$ cat src/rtl/kalman_state_uart_tx_if.sv
// kalman_state_uart_tx_if
//   Bundles the filter-to-UART handshake for kalman_state_uart_tx.
//   master : filter side, drives State/send and observes status + tx line.
//   slave  : UART transmitter side.
//   Signals: State[0:nos-1] (WIDTH bits each), send, busy, done, overrun, tx.
interface kalman_state_uart_tx_if #(
   parameter int WIDTH = 16,
   parameter int nos   = 3
);
   logic [WIDTH-1:0] State [0:nos-1];
   logic             send;
   logic             busy;
   logic             done;
   logic             overrun;
   logic             tx;

   modport master (
      output State,
      output send,
      input  busy,
      input  done,
      input  overrun,
      input  tx
   );

   modport slave (
      input  State,
      input  send,
      output busy,
      output done,
      output overrun,
      output tx
   );
endinterface

$ cat src/rtl/kalman_state_uart_tx.sv
// kalman_state_uart_tx
//   Snapshots the Kalman filter state vector on a send request and serialises
//   it as a UART 8N1 frame: HEADER, then State[0..nos-1], each word MSB byte
//   first. Bytes are sent back-to-back with no idle gap.
//   Optional macro KALMAN_UART_CHECKSUM_EN appends one byte holding the XOR of
//   all data bytes (HEADER excluded).
// Ports:
//   clk    : system clock
//   reset  : asynchronous active-low reset
//   clk_en : global clock enable; all state advances only when high
//   bus    : slave modport carrying State, send, busy, done, overrun, tx
module kalman_state_uart_tx #(
   parameter int         WIDTH        = 16,
   parameter int         nos          = 3,
   parameter int         CLKS_PER_BIT = 868,
   parameter logic [7:0] HEADER       = 8'hA5
) (
   input logic                   clk,
   input logic                   reset,
   input logic                   clk_en,
   kalman_state_uart_tx_if.slave bus
);
   localparam int DATA_BYTES = nos * WIDTH / 8;
`ifdef KALMAN_UART_CHECKSUM_EN
   localparam int N_BYTES    = DATA_BYTES + 2;
`else
   localparam int N_BYTES    = DATA_BYTES + 1;
`endif
   localparam int SHADOW_W   = nos * WIDTH;
   localparam int BAUD_W     = $clog2(CLKS_PER_BIT);
   localparam int IDX_W      = $clog2(N_BYTES + 1);

   localparam logic [1:0] IDLE  = 2'd0;
   localparam logic [1:0] START = 2'd1;
   localparam logic [1:0] DATA  = 2'd2;
   localparam logic [1:0] STOP  = 2'd3;

   localparam logic [BAUD_W-1:0] BAUD_LAST = BAUD_W'(CLKS_PER_BIT - 1);
   localparam logic [IDX_W-1:0]  IDX_LAST  = IDX_W'(N_BYTES - 1);

   logic [1:0]          state_q,   state_d;
   logic [BAUD_W-1:0]   baud_q,    baud_d;
   logic [2:0]          bit_q,     bit_d;
   logic [IDX_W-1:0]    idx_q,     idx_d;
   logic [7:0]          byte_q,    byte_d;
   logic [SHADOW_W-1:0] shadow_q,  shadow_d;
   logic                tx_q,      tx_d;
   logic                done_q,    done_d;
   logic                overrun_q, overrun_d;
`ifdef KALMAN_UART_CHECKSUM_EN
   logic [7:0]          csum_q,    csum_d;
`endif
   logic [SHADOW_W-1:0] state_flat;
   logic                bit_end;

   // State[0] lands in the top bits so the shadow can be shifted out MSB-byte first.
   always_comb begin
      state_flat = '0;
      for (int unsigned w = 0; w < nos; w++) begin
         state_flat[(nos - 1 - w) * WIDTH +: WIDTH] = bus.State[w];
      end
   end

   always_comb begin
      state_d   = state_q;
      baud_d    = baud_q;
      bit_d     = bit_q;
      idx_d     = idx_q;
      byte_d    = byte_q;
      shadow_d  = shadow_q;
      tx_d      = tx_q;
      done_d    = done_q;
      overrun_d = overrun_q;
`ifdef KALMAN_UART_CHECKSUM_EN
      csum_d    = csum_q;
`endif
      bit_end   = (baud_q == BAUD_LAST);

      if (clk_en) begin
         done_d = 1'b0;
         if (state_q != IDLE) begin
            baud_d = bit_end ? '0 : baud_q + BAUD_W'(1);
         end

         case (state_q)
            IDLE: begin
               if (bus.send) begin
                  state_d  = START;
                  tx_d     = 1'b0;
                  baud_d   = '0;
                  idx_d    = '0;
                  byte_d   = HEADER;
                  shadow_d = state_flat;
`ifdef KALMAN_UART_CHECKSUM_EN
                  csum_d   = '0;
`endif
               end
            end
            START: begin
               if (bit_end) begin
                  state_d = DATA;
                  bit_d   = '0;
                  tx_d    = byte_q[0];
               end
            end
            DATA: begin
               // byte_q is shifted right per bit, so the next bit is always byte_q[1].
               if (bit_end) begin
                  if (bit_q == 3'd7) begin
                     state_d = STOP;
                     tx_d    = 1'b1;
                  end else begin
                     bit_d  = bit_q + 3'd1;
                     byte_d = byte_q >> 1;
                     tx_d   = byte_q[1];
                  end
               end
            end
            STOP: begin
               if (bit_end) begin
                  if (idx_q == IDX_LAST) begin
                     state_d = IDLE;
                     done_d  = 1'b1;
                     tx_d    = 1'b1;
                  end else begin
                     state_d = START;
                     tx_d    = 1'b0;
                     idx_d   = idx_q + IDX_W'(1);
`ifdef KALMAN_UART_CHECKSUM_EN
                     // Checksum accumulates as each data byte leaves the shadow.
                     if (idx_q == IDX_W'(DATA_BYTES)) begin
                        byte_d = csum_q;
                     end else begin
                        byte_d   = shadow_q[SHADOW_W-1 -: 8];
                        shadow_d = shadow_q << 8;
                        csum_d   = csum_q ^ shadow_q[SHADOW_W-1 -: 8];
                     end
`else
                     byte_d   = shadow_q[SHADOW_W-1 -: 8];
                     shadow_d = shadow_q << 8;
`endif
                  end
               end
            end
         endcase

         if (bus.send && (state_q != IDLE)) begin
            overrun_d = 1'b1;
         end
      end
   end

   always_ff @(posedge clk or negedge reset) begin
      if (!reset) begin
         state_q   <= IDLE;
         baud_q    <= '0;
         bit_q     <= '0;
         idx_q     <= '0;
         byte_q    <= '0;
         shadow_q  <= '0;
         tx_q      <= 1'b1;
         done_q    <= 1'b0;
         overrun_q <= 1'b0;
`ifdef KALMAN_UART_CHECKSUM_EN
         csum_q    <= '0;
`endif
      end else begin
         state_q   <= state_d;
         baud_q    <= baud_d;
         bit_q     <= bit_d;
         idx_q     <= idx_d;
         byte_q    <= byte_d;
         shadow_q  <= shadow_d;
         tx_q      <= tx_d;
         done_q    <= done_d;
         overrun_q <= overrun_d;
`ifdef KALMAN_UART_CHECKSUM_EN
         csum_q    <= csum_d;
`endif
      end
   end

   assign bus.tx      = tx_q;
   assign bus.busy    = (state_q != IDLE);
   assign bus.done    = done_q;
   assign bus.overrun = overrun_q;
endmodule
$ cat src/flat_wrapper.sv
// flat-port wrapper written by rule: the top's interface ports become plain ports
module kalman_state_uart_tx_flat 
#(
   parameter int         WIDTH        = 16,
   parameter int         nos          = 3,
   parameter int         CLKS_PER_BIT = 868,
   parameter logic [7:0] HEADER       = 8'hA5
)
  (clk, reset, clk_en, bus_State, bus_send, bus_busy, bus_done, bus_overrun, bus_tx);
  kalman_state_uart_tx_if #(.WIDTH(WIDTH), .nos(nos)) bus_i ();
  input logic clk;
  input logic reset;
  input logic clk_en;
  input wire logic [$bits(bus_i.State)-1:0] bus_State;
  input wire logic [$bits(bus_i.send)-1:0] bus_send;
  output wire logic [$bits(bus_i.busy)-1:0] bus_busy;
  output wire logic [$bits(bus_i.done)-1:0] bus_done;
  output wire logic [$bits(bus_i.overrun)-1:0] bus_overrun;
  output wire logic [$bits(bus_i.tx)-1:0] bus_tx;
  assign bus_i.State = {>>{bus_State}};
  assign bus_i.send = bus_send;
  assign bus_busy = bus_i.busy;
  assign bus_done = bus_i.done;
  assign bus_overrun = bus_i.overrun;
  assign bus_tx = bus_i.tx;
  kalman_state_uart_tx #(.WIDTH(WIDTH), .nos(nos), .CLKS_PER_BIT(CLKS_PER_BIT), .HEADER(HEADER)) u_core (.clk(clk), .reset(reset), .clk_en(clk_en), .bus(bus_i));
endmodule
$ cat config.mk
export PLATFORM = sky130hd
export DESIGN_NAME = kalman_state_uart_tx_flat
export DESIGN_NICKNAME = d
export VERILOG_FILES = /design/src/rtl/kalman_state_uart_tx_if.sv /design/src/rtl/kalman_state_uart_tx.sv /design/src/flat_wrapper.sv
export SDC_FILE = /design/constraint.sdc
export NUM_CORES = 1
export LEC_CHECK = 0
export BUFFER_PORTS_ARGS = -buffer_cell sky130_fd_sc_hd__buf_4
export CAP_MARGIN = 10
export CORE_MARGIN = 4
export CORE_UTILIZATION = 30
export CTS_CLUSTER_DIAMETER = 200
export CTS_CLUSTER_SIZE = 25
export DETAILED_ROUTE_END_ITERATION = 6
export GPL_TIMING_DRIVEN = 0
export HOLD_SLACK_MARGIN = 0.05
export PLACE_DENSITY_LB_ADDON = 0.25
export REMOVE_ABC_BUFFERS = 1
export SYNTH_ARGS = -nofsm -noshare
export SYNTH_HDL_FRONTEND = slang
export SYNTH_SLANG_ARGS = --single-unit
$ cat constraint.sdc
create_clock -name clk -period 2.3 [get_ports clk]
set_input_delay 0.345 -clock clk [delete_from_list [all_inputs] [get_ports clk]]
set_output_delay 0.345 -clock clk [all_outputs]
set_load 0.05 [all_outputs]
==> flow_summary_export.csv, run 1 <==
group,metric,value,unit
logic_synthesis,synth_top_family_by_area,"compound AO/OA/AOI/OAI gates",
detailed_routing,via_per_inst,5.28,
worst_setup_path,worst-path-buf-inv,0,
cts,clk_pin_slew,0.06,ns
worst_setup_path,r2r_slack,0.18,ns
detailed_routing,drt-pass1-iter-count,4,
detailed_routing,wl_met2,4.75,mm
pwr,p_per_area,1230,nW/um^2
worst_setup_path,cp.required,2.53,ns
finish,fill_cells,1267,
die,core-area,12800,sq um
logic_synthesis,yosys_most_used_dff,"dfrtp_1",
timing,tightest_slew,0.998,ns
worst_setup_path,end_kind,"flop",
placement,placedCellCount,571,
finish,fin_nets,483,
timing,hold_violations,0,
worst_setup_path,r2r-end,"u_core.shadow_q[4]$_DFFE_PN0P_",
logic_synthesis,synth_compound_area_frac,0.233,
logic_synthesis,ys_types,44,
logic_synthesis,syn_area,3970,sq um
die,die_area,15100,sq um
grt,grt_pass1_wl,16.8,mm
die,dieHeight,123,um
die,start_util,0.311,
logic_synthesis,synth.area.mux_share,0.126,
finish,drive_above_1_share,0.296,
grt,grt_max_degree,78,
detailed_routing,vias,3151,
detailed_routing,drc,0,
pwr,leakagePower,2.11,nW
worst_setup_path,cp_max_fo,24,
logic_synthesis,synth-simple-area-share,0.0744,
logic_synthesis,netlist.area_leader.share,0.479,
worst_setup_path,path_cells,"ha_1 -> and4b_4 -> a41oi_4 -> or2_4 -> a22o_1",
placement,portBuffers,55,
finish,layout.area.seq,1930,sq um
logic_synthesis,synthCells,369,
min_path,hold_path.class,"in2async",
logic_synthesis,ys_warn_count,0,
cts,cts_buffer_depth,2,
timing,min_period,2.12,ns
cts,cts_made_buffers,9,
die,top_level_ports,56,
outcome,outcome,"completed",
worst_setup_path,cp_slowest_stage_delay,0.42,ns
worst_setup_path,cp_slowest_cell,"or2_4",
placement,place.gp.congestion,0.775,
worst_setup_path,cp_top_family,"simple AND/OR/NAND/NOR gates",
timing,setup-tns-final,0,ns
cts,htree_levels,3,
detailed_routing,drtIter0Drc,215,
worst_setup_path,worstSetupPathType,"reg2reg",
timing,fmax,472,MHz
grt,grt_pass1_vias,3150,
finish,stdcell_count,597,
grt,antenna_found_initial,0,
finish,syn2layout_area_growth,25.8,%
detailed_routing,wl_met3,427,um
timing,setup_viol,0,
detailed_routing,routedWlPerCell,16.9,um
timing,rsz0062_at_grt,"false",
logic_synthesis,synthAdderAreaFrac,0.0347,
pwr,vdd_drop_max,456,uV
grt,overflow,0,
die,fp.dieW,123,um
cts,clock_sinks,77,
finish,final_cell_mix,"o21ai_0 (76), dfrtp_1 (75), buf_4 (59), mux2i_1 (42), o21ai_2 (20)",
detailed_routing,maxUsedRoutingLayer,"met4",
logic_synthesis,synthTopCellsByArea,"dfrtp_1 (48%), mux2i_1 (11%), o21ai_0 (9.6%), o21ai_2 (4.4%), ha_1 (3.5%)",
logic_synthesis,synth_enable_flop_cells,0,
detailed_routing,ant_nets,0,
worst_setup_path,worstPathArrival,2.35,ns
finish,multiInputGateArea,2010,sq um
worst_setup_path,reg2regPathDepth,5,
timing,relSlewSlack,0.335,
timing,skew,0.00906,ns
worst_setup_path,startpoint_type,"flop",
logic_synthesis,synth_area_leader_cell,"dfrtp_1",
cts,root_buffer,"clkbuf_16",
flow_run,maxCapViolations,0,
timing,maxSlewViolCount,0,
detailed_routing,wl,10.1,mm
cts,cts_tree,"yes",
logic_synthesis,ys_async_sr_fraction,1.00,
logic_synthesis,synth_xor_area_frac,0.00221,
worst_setup_path,r2r_start,"u_core.baud_q[1]$_DFFE_PN0P_",
logic_synthesis,yosys_register_bits,77,
die,row_count,41,
grt,grt_use_total,0.143,
placement,hpwl,5.67,mm
finish,final_common_cell,"o21ai_0",
cts,clkLatencyLatePin,0.34,ns
logic_synthesis,ys_seq_area_frac,0.486,
timing,period_share,0.921,
logic_synthesis,postSynthAreaPerCell,10.8,sq um
detailed_routing,wl_met1,4.72,mm
finish,antennaDiodeCount,0,
-- worst reg2reg max path, delay by kind of cell (launching register included) --
kind / cells / cell delay, ns
AND/OR/NAND/NOR: 2 / 0.81
flip-flops: 1 / 0.41
AO/OA/AOI/OAI: 2 / 0.52
adder cells (fa/ha/maj): 1 / 0.27
-- power breakdown --
part	leakage (nW)	switching [mW]	internal, mW
clock network	0.143	0.559	0.867
registers	0.968	0.347	1.85
logic	1.00	1.40	1.12
-- what timing repair did --
| action | in CTS | in global routing |
|---|---|---|
| pin swaps | 4 | 2 |
| endpoints found under the setup margin | 58 | 54 |
| setup buffers | 2 | 3 |
| hold buffers | 0 | 0 |
| gates resized for setup | 11 | 6 |
| gates cloned | 5 | 0 |
-- worst max path at each step --
stage	slack, ns	cells past startpoint	start	to
detailed placement	-1.06	5	u_core.state_q[0]$_DFFE_PN0P_	u_core.shadow_q[28]$_DFFE_PN0P_
global placement	-3.68	4	u_core.state_q[0]$_DFFE_PN0P_	u_core.shadow_q[0]$_DFFE_PN0P_
CTS	0.002	4	u_core.baud_q[4]$_DFFE_PN0P_	u_core.shadow_q[4]$_DFFE_PN0P_
finish	0.18	5	u_core.baud_q[1]$_DFFE_PN0P_	u_core.shadow_q[4]$_DFFE_PN0P_
global route	0.02	7	u_core.baud_q[1]$_DFFE_PN0P_	u_core.shadow_q[37]$_DFFE_PN0P_
floorplan	-1.94	4	u_core.state_q[0]$_DFFE_PN0P_	u_core.shadow_q[0]$_DFFE_PN0P_
-- state kept, by name, summed over array words and instances (netlist names) --
| register | flops |
|---|---|
| u_core.bus.tx | 1 |
| u_core.bus.overrun | 1 |
| u_core.bus.done | 1 |
| u_core.shadow_q | 48 |
| u_core.bit_q | 3 |
| u_core.idx_q | 3 |
| u_core.state_q | 2 |
| u_core.byte_q | 8 |
| u_core.baud_q | 10 |
-- metal layers --
layer / vias to the layer above / track usage
met4: 0 / 0.0567
met5: - / 0
li1: 1493 / -
met3: 14 / 0.0265
met1: 1576 / 0.199
met2: 68 / 0.219
-- cells in the mapped netlist (3+ instances only) --
master,n
a21oi_1,6
a22o_1,15
a22oi_1,3
a2bb2oi_1,4
a31oi_1,6
buf_2,3
clkbuf_1,20
dfrtp_1,76
ha_1,11
inv_1,9
mux2_2,7
mux2i_1,42
nand2_1,9
nand2b_1,3
nand3_1,7
nand4_1,5
nor2_1,8
nor2b_1,3
nor3_1,6
o21ai_0,76
o21ai_2,20
o31ai_1,3
-- final cells by class --
| class | count | area share |
|---|---|---|
| Tap cell | 172 | 0.0431 |
| Clock inverter | 4 | 0.00951 |
| Clock buffer | 12 | 0.0493 |
| Sequential cell | 77 | 0.386 |
| Timing Repair Buffer | 62 | 0.104 |
| Multi-Input combinational cell | 261 | 0.402 |
| Inverter | 9 | 0.00676 |
-- cell families after synthesis --
logic type | count (synthesis)
AOI/OAI and AO/OA | 143
xor gates and xnor gates | 1
adders and majority gates | 11
buffers and inverters | 36
DFF | 77
muxes | 49
and+or+nand+nor | 52
-- metrics by stage --
step	total power, mW	worst slack [ns]	util	hold WS, ns	cell area, sq um
3_3_place_gp	4.37	-3.68	0.349	0.465	4450
2_1_floorplan	3.83	-1.94	-	0.0494	3830
4_1_cts	6.14	0.00188	0.387	0.210	4950
3_5_place_dp	4.49	-1.06	0.354	0.469	4520
6_report	6.14	0.181	0.391	0.170	5000
5_1_grt	6.55	0.0158	0.391	0.217	5000
Note: power is estimated with default switching activity, not from simulation.
==> run 2, diff against run 1 <==
ABC_AREA = 1   (was default)
==> run 2 against run 1 <==
Against the previous run: sequential power up 2%; register-to-register slack worse by 0.02 ns; maximum frequency down 1.1%; worst hold slack worse by 0.013 ns; flip-flop and latch count unchanged; critical path type unchanged; critical endpoint is now u_core.shadow_q[15]$_DFFE_PN0P_.
==> flow_summary_export.csv, run 2 <==
group,metric,value,unit
logic_synthesis,synth_common_cells,"nand2_1 (139), dfrtp_1 (76), mux2i_1 (40)",
placement,hpwl,5.45,mm
finish,largest_reg_flops,48,
logic_synthesis,synth_enable_flop_cells,0,
timing,fmax,467,MHz
finish,fin_nets,554,
pwr,leakagePower,2.31,nW
worst_setup_path,worstSetupPathType,"reg2reg",
grt,antenna_found_initial,0,
detailed_routing,vias,3046,
detailed_routing,wl,8.77,mm
finish,multiInputGateArea,1870,sq um
timing,min_period,2.14,ns
worst_setup_path,worstPathArrival,2.37,ns
timing,relSlewSlack,0.321,
cts,clkLatencyLatePin,0.35,ns
worst_setup_path,cp_slowest_cell,"dfrtp_1",
flow_run,maxCapViolations,0,
finish,syn2layout_area_growth,23.8,%
cts,cts_buffer_depth,2,
logic_synthesis,ys_async_sr_fraction,1.00,
timing,tightest_slew,1.02,ns
pwr,p_per_area,1230,nW/um^2
placement,portBuffers,55,
timing,skew,0.00915,ns
die,core-area,13200,sq um
logic_synthesis,synthTopCellsByArea,"dfrtp_1 (47%), nand2_1 (13%), mux2i_1 (10%), o21ai_2 (7.0%), ha_1 (3.4%)",
worst_setup_path,cp.required,2.53,ns
placement,placed_area,4550,sq um
detailed_routing,via_per_inst,4.53,
worst_setup_path,cpMostUsedCell,"nand2_1",
cts,cts_made_buffers,9,
grt,grt_pass1_wl,15.2,mm
die,start_util,0.305,
die,top_level_ports,56,
logic_synthesis,yosys_register_bits,77,
finish,layout.area.seq,1930,sq um
logic_synthesis,synth_area_leader_cell,"dfrtp_1",
logic_synthesis,netlist.area_leader.share,0.473,
detailed_routing,drtIter0Drc,158,
cts,htree_levels,3,
grt,grt_pass1_vias,3112,
finish,final_common_cell,"nand2_1",
logic_synthesis,postSynthAreaPerCell,9.24,sq um
grt,overflow,0,
timing,setup-tns-final,0,ns
worst_setup_path,startpoint_type,"flop",
detailed_routing,ant_nets,0,
logic_synthesis,ys_warn_count,0,
outcome,outcome,"completed",
die,row_count,42,
finish,final_cell_area,4980,sq um
placement,place.gp.congestion,0.763,
grt,grt_use_total,0.127,
die,die_area,15300,sq um
worst_setup_path,end_kind,"flop",
timing,maxSlewViolCount,0,
cts,cts_tree,"yes",
pwr,vdd_drop_max,764,uV
logic_synthesis,ys_seq_area_frac,0.480,
min_path,hold_path.class,"in2async",
worst_setup_path,cp_max_fo,71,
finish,reg_top3,"u_core.shadow_q x48, u_core.baud_q x10, u_core.byte_q x8",
logic_synthesis,yosys_most_used_dff,"dfrtp_1",
finish,stdcell_count,672,
timing,setup_viol,0,
pwr,total_power,6.14,mW
worst_setup_path,cp_slowest_stage_delay,0.44,ns
grt,grt_max_degree,78,
timing,hold_violations,0,
die,fp.dieW,124,um
logic_synthesis,yosys.cell_count.top_type,"nand2_1",
cts,root_buffer,"clkbuf_16",
finish,final_cell_mix,"nand2_1 (139), dfrtp_1 (75), buf_4 (60), mux2i_1 (40), o21ai_2 (32)",
worst_setup_path,path_cells,"inv_1 -> ha_1 -> nand2_1 -> nand2_2 -> inv_2 -> nand3b_4 -> buf_16 -> nand2_1 -> o21ai_2",
finish,regMostFlops,"u_core.shadow_q",
finish,fill_cells,1332,
cts,clock_sinks,77,
detailed_routing,drt-pass1-iter-count,4,
timing,rsz0062_at_grt,"false",
detailed_routing,drc,0,
finish,utilization,0.377,
placement,placedCellCount,649,
cts,clk_pin_slew,0.06,ns
logic_synthesis,ys_types,32,
finish,antennaDiodeCount,0,
logic_synthesis,synthCells,435,
timing,period_share,0.931,
finish,drive_above_1_share,0.262,
die,dieHeight,124,um
logic_synthesis,syn_area,4020,sq um
cts,holdBufCountCts,0,
detailed_routing,routedWlPerCell,13.0,um
run 2: cell count changes in the layout (fill, tap and decap cells not counted), moves of 6 or more:
| cell | change |
|---|---|
| nand2_1 | +131 |
| o21ai_1 | +10 |
| mux2_2 | -7 |
| inv_1 | +15 |
| o21ai_0 | -58 |
| nor2_1 | +6 |
| o21ai_2 | +12 |
| nand3_1 | +14 |
| a22o_1 | -15 |
run 2: final timing paths:
check,start,endpoint,slack [ns],depth (start not counted)
max reg2reg,u_core.state_q[1]$_DFFE_PN0P_,u_core.shadow_q[15]$_DFFE_PN0P_,0.16,9
min reg2reg,u_core.bus.tx$_DFFE_PN1P_,u_core.bus.tx$_DFFE_PN1P_,0.46,2
max,u_core.state_q[1]$_DFFE_PN0P_,u_core.shadow_q[15]$_DFFE_PN0P_,0.16,9
min,reset,u_core.shadow_q[6]$_DFFE_PN0P_,0.16,1
max in group asynchronous,reset,u_core.state_q[0]$_DFFE_PN0P_,1.39,1
min in group clk,bus_State[1],u_core.shadow_q[1]$_DFFE_PN0P_,0.20,3
run 2: critical path: cells and delay by family, from the launching register on:
family | cells | cell delay, ns
buf+inv | 3 | 0.65
simple gates | 4 | 0.58
flops | 1 | 0.44
fa+ha+maj | 1 | 0.27
compound gates | 1 | 0.05
run 2: stage by stage:
stage,hold WS [ns],worst slack [ns]
global placement,0.453,-3.03
global route,0.198,0.0137
detailed placement,0.452,-0.460
finish,0.156,0.158
floorplan,0.0494,-1.80
CTS,0.183,0.0589
run 2: kinds of logic (layout without fill, tap and decap cells):
kind of cell    Yosys count  count (layout)  synth area share
simple gates            187             188             0.194
flops                    77              77             0.480
compound gates           69              69             0.119
buf+inv                  47             107            0.0647
mux                      40              40            0.0996
fa+ha+maj                11              11            0.0342
xor+xnor                  4               4           0.00872
run 2: layer usage:
layer  global-route usage  part of all wire
met4               0.0394             0.017
met1                0.167              0.48
met3               0.0445             0.057
met2                0.195              0.44
met5                    0                 0
run 2: cell type report:
| cell class | count | share of cell area |
|---|---|---|
| Timing Repair Buffer | 63 | 0.106 |
| Clock buffer | 10 | 0.0460 |
| Clock inverter | 6 | 0.0191 |
| Tap cell | 176 | 0.0443 |
| Sequential cell | 77 | 0.388 |
| Inverter | 28 | 0.0211 |
| Multi-Input combinational cell | 312 | 0.376 |
run 2: repair_timing:
| item | CTS | global route |
|---|---|---|
| gates resized for setup | 0 | 3 |
| hold endpoints to repair | 0 | 0 |
| cloned | 1 | 0 |
| setup buffers | 2 | 4 |
| endpoints found under the setup margin | 59 | 46 |
| pin swaps | 2 | 1 |
run 2: power breakdown:
| group | leakage, nW | switching (mW) | internal, mW |
|---|---|---|---|
| clock network | 0.151 | 0.610 | 0.962 |
| logic | 1.18 | 1.39 | 0.943 |
| registers | 0.975 | 0.318 | 1.91 |
==> run 3, diff against run 2 <==
RECOVER_POWER = 100   (was default)
==> run 3 against run 2 <==
Against the previous run: global-route usage is the same; maximum frequency grew 1.6%; largest power group is now sequential cells; total power shrank 3.9%; worst hold slack gained 0.00095 ns; largest cell class unchanged; clock power is essentially flat; combinational power shrank 9.9%.
==> flow_summary_export.csv, run 3 (same netlist as run 2, synthesis figures left out) <==
group,metric,value,unit
die,row_count,42,
cts,cts_buffer_depth,2,
die,die_area,15300,sq um
finish,antennaDiodeCount,0,
grt,antenna_found_initial,0,
worst_setup_path,reg2regPathDepth,9,
grt,grt_pass1_wl,15.2,mm
worst_setup_path,worstSetupPathType,"reg2reg",
timing,finalHoldWorstSlack,0.157,ns
worst_setup_path,r2r_start,"u_core.state_q[1]$_DFFE_PN0P_",
flow_run,maxCapViolations,0,
finish,final_common_cell,"nand2_1",
finish,drive_above_1_share,0.202,
worst_setup_path,end_kind,"flop",
timing,min_period,2.11,ns
grt,overflow,0,
finish,reg_top3,"u_core.shadow_q x48, u_core.baud_q x10, u_core.byte_q x8",
pwr,p_per_area,1210,nW/um^2
pwr,leakagePower,2.26,nW
grt,grt_pass1_vias,3112,
cts,root_buffer,"clkbuf_16",
timing,maxSlewViolCount,0,
placement,portBuffers,55,
cts,clkLatencyLatePin,0.35,ns
finish,stdcell_count,672,
die,dieHeight,124,um
timing,setup_ws,0.192,ns
die,top_level_ports,56,
cts,cts_tree,"yes",
timing,skew,0.00881,ns
worst_setup_path,cp.required,2.52,ns
grt,grt_use_total,0.127,
cts,htree_levels,3,
detailed_routing,ant_nets,0,
cts,clk_pin_slew,0.06,ns
cts,clock_sinks,77,
placement,place.gp.congestion,0.763,
worst_setup_path,cp_max_fo,71,
min_path,hold_path.class,"in2async",
detailed_routing,via_per_inst,4.52,
finish,final_cell_mix,"nand2_1 (139), dfrtp_1 (75), buf_4 (56), o21ai_0 (54), mux2i_1 (40)",
worst_setup_path,r2r-end,"u_core.shadow_q[23]$_DFFE_PN0P_",
finish,utilization,0.369,
worst_setup_path,r2r_slack,0.19,ns
timing,relSlewSlack,0.333,
outcome,outcome,"completed",
finish,largest_reg_flops,48,
placement,placedCellCount,649,
timing,hold_violations,0,
cts,holdBufCountCts,0,
timing,fmax,474,MHz
die,core-area,13200,sq um
detailed_routing,drt-pass1-iter-count,4,
detailed_routing,drc,0,
cts,cts_made_buffers,9,
detailed_routing,wl,8.81,mm
finish,regMostFlops,"u_core.shadow_q",
worst_setup_path,worstPathArrival,2.33,ns
placement,post-place-ws,-0.460,ns
timing,rsz0062_at_grt,"false",
detailed_routing,drtIter0Drc,179,
detailed_routing,routedWlPerCell,13.1,um
grt,grt_max_degree,78,
finish,syn2layout_area_growth,20.9,%
timing,tightest_slew,1.00,ns
pwr,vdd_drop_max,756,uV
finish,fin_nets,554,
die,fp.dieW,124,um
detailed_routing,vias,3035,
timing,setup_viol,0,
die,start_util,0.305,
worst_setup_path,startpoint_type,"flop",
placement,hpwl,5.45,mm
timing,period_share,0.917,
==> run 3: per-stage QoR <==
| step | power [mW] | setup TNS (ns) | cell area [sq um] |
|---|---|---|---|
| floorplan | 3.90 | -98.67 | 3860 |
| global placement | 4.40 | -171.74 | 4500 |
| detailed placement | 4.47 | -18.99 | 4550 |
| CTS | 6.18 | 0 | 4940 |
| global route | 6.40 | 0 | 4860 |
| finish | 5.90 | 0 | 4860 |
==> run 3: worst max-delay path: stages (launching register included) <==
cell and delay (ns):
dfrtp_1 0.44, inv_1 0.14, ha_1 0.27, nand2_1 0.10
nand2_2 0.13, inv_2 0.22, nand3b_4 0.23, buf_16 0.27
nand2_1 0.08, o21ai_0 0.07
==> run 3: final cells by class <==
cell class | instances | area [sq um]
inverter | 28 | 105
timing repair buffer | 63 | 512
fill | 1361 | 8330
multi-input combinational | 312 | 1770
sequential | 77 | 1930
clock inverter | 6 | 95.1
tap | 176 | 220
clock buffer | 10 | 229
==> run 3: repair_timing <==
item / 4_1_cts / 5_1_grt
setup buffers: 2 / 4
pin swaps: 2 / 1
gates cloned: 1 / 0
endpoints found under the setup margin: 59 / 46
gates resized for setup: 0 / 3
==> run 3: how the worst max path moves through the flow <==
stage,to,cells after the start,startpoint,slack (ns)
finish,u_core.shadow_q[23]$_DFFE_PN0P_,9,u_core.state_q[1]$_DFFE_PN0P_,0.19
global route,u_core.shadow_q[41]$_DFFE_PN0P_,9,u_core.state_q[1]$_DFFE_PN0P_,0.04
CTS,u_core.shadow_q[3]$_DFFE_PN0P_,8,u_core.state_q[0]$_DFFE_PN0P_,0.06
detailed placement,u_core.shadow_q[15]$_DFFE_PN0P_,9,u_core.state_q[0]$_DFFE_PN0P_,-0.46
global placement,u_core.shadow_q[41]$_DFFE_PN0P_,5,u_core.state_q[0]$_DFFE_PN0P_,-3.03
floorplan,u_core.idx_q[0]$_DFFE_PN0P_,8,u_core.state_q[0]$_DFFE_PN0P_,-1.80
==> run 3: metal layers <==
layer	vias to the layer above	track usage	part of all wire
met5	-	0	0
met4	0	0.0394	0.016
met3	10	0.0445	0.064
met2	59	0.195	0.44
met1	1429	0.167	0.48
li1	1537	-	-
==> run 3: power by group <==
part	switching, mW	leakage [nW]	internal [mW]
registers	0.318	0.975	1.91
logic	1.26	1.13	0.839
clock network	0.608	0.151	0.962
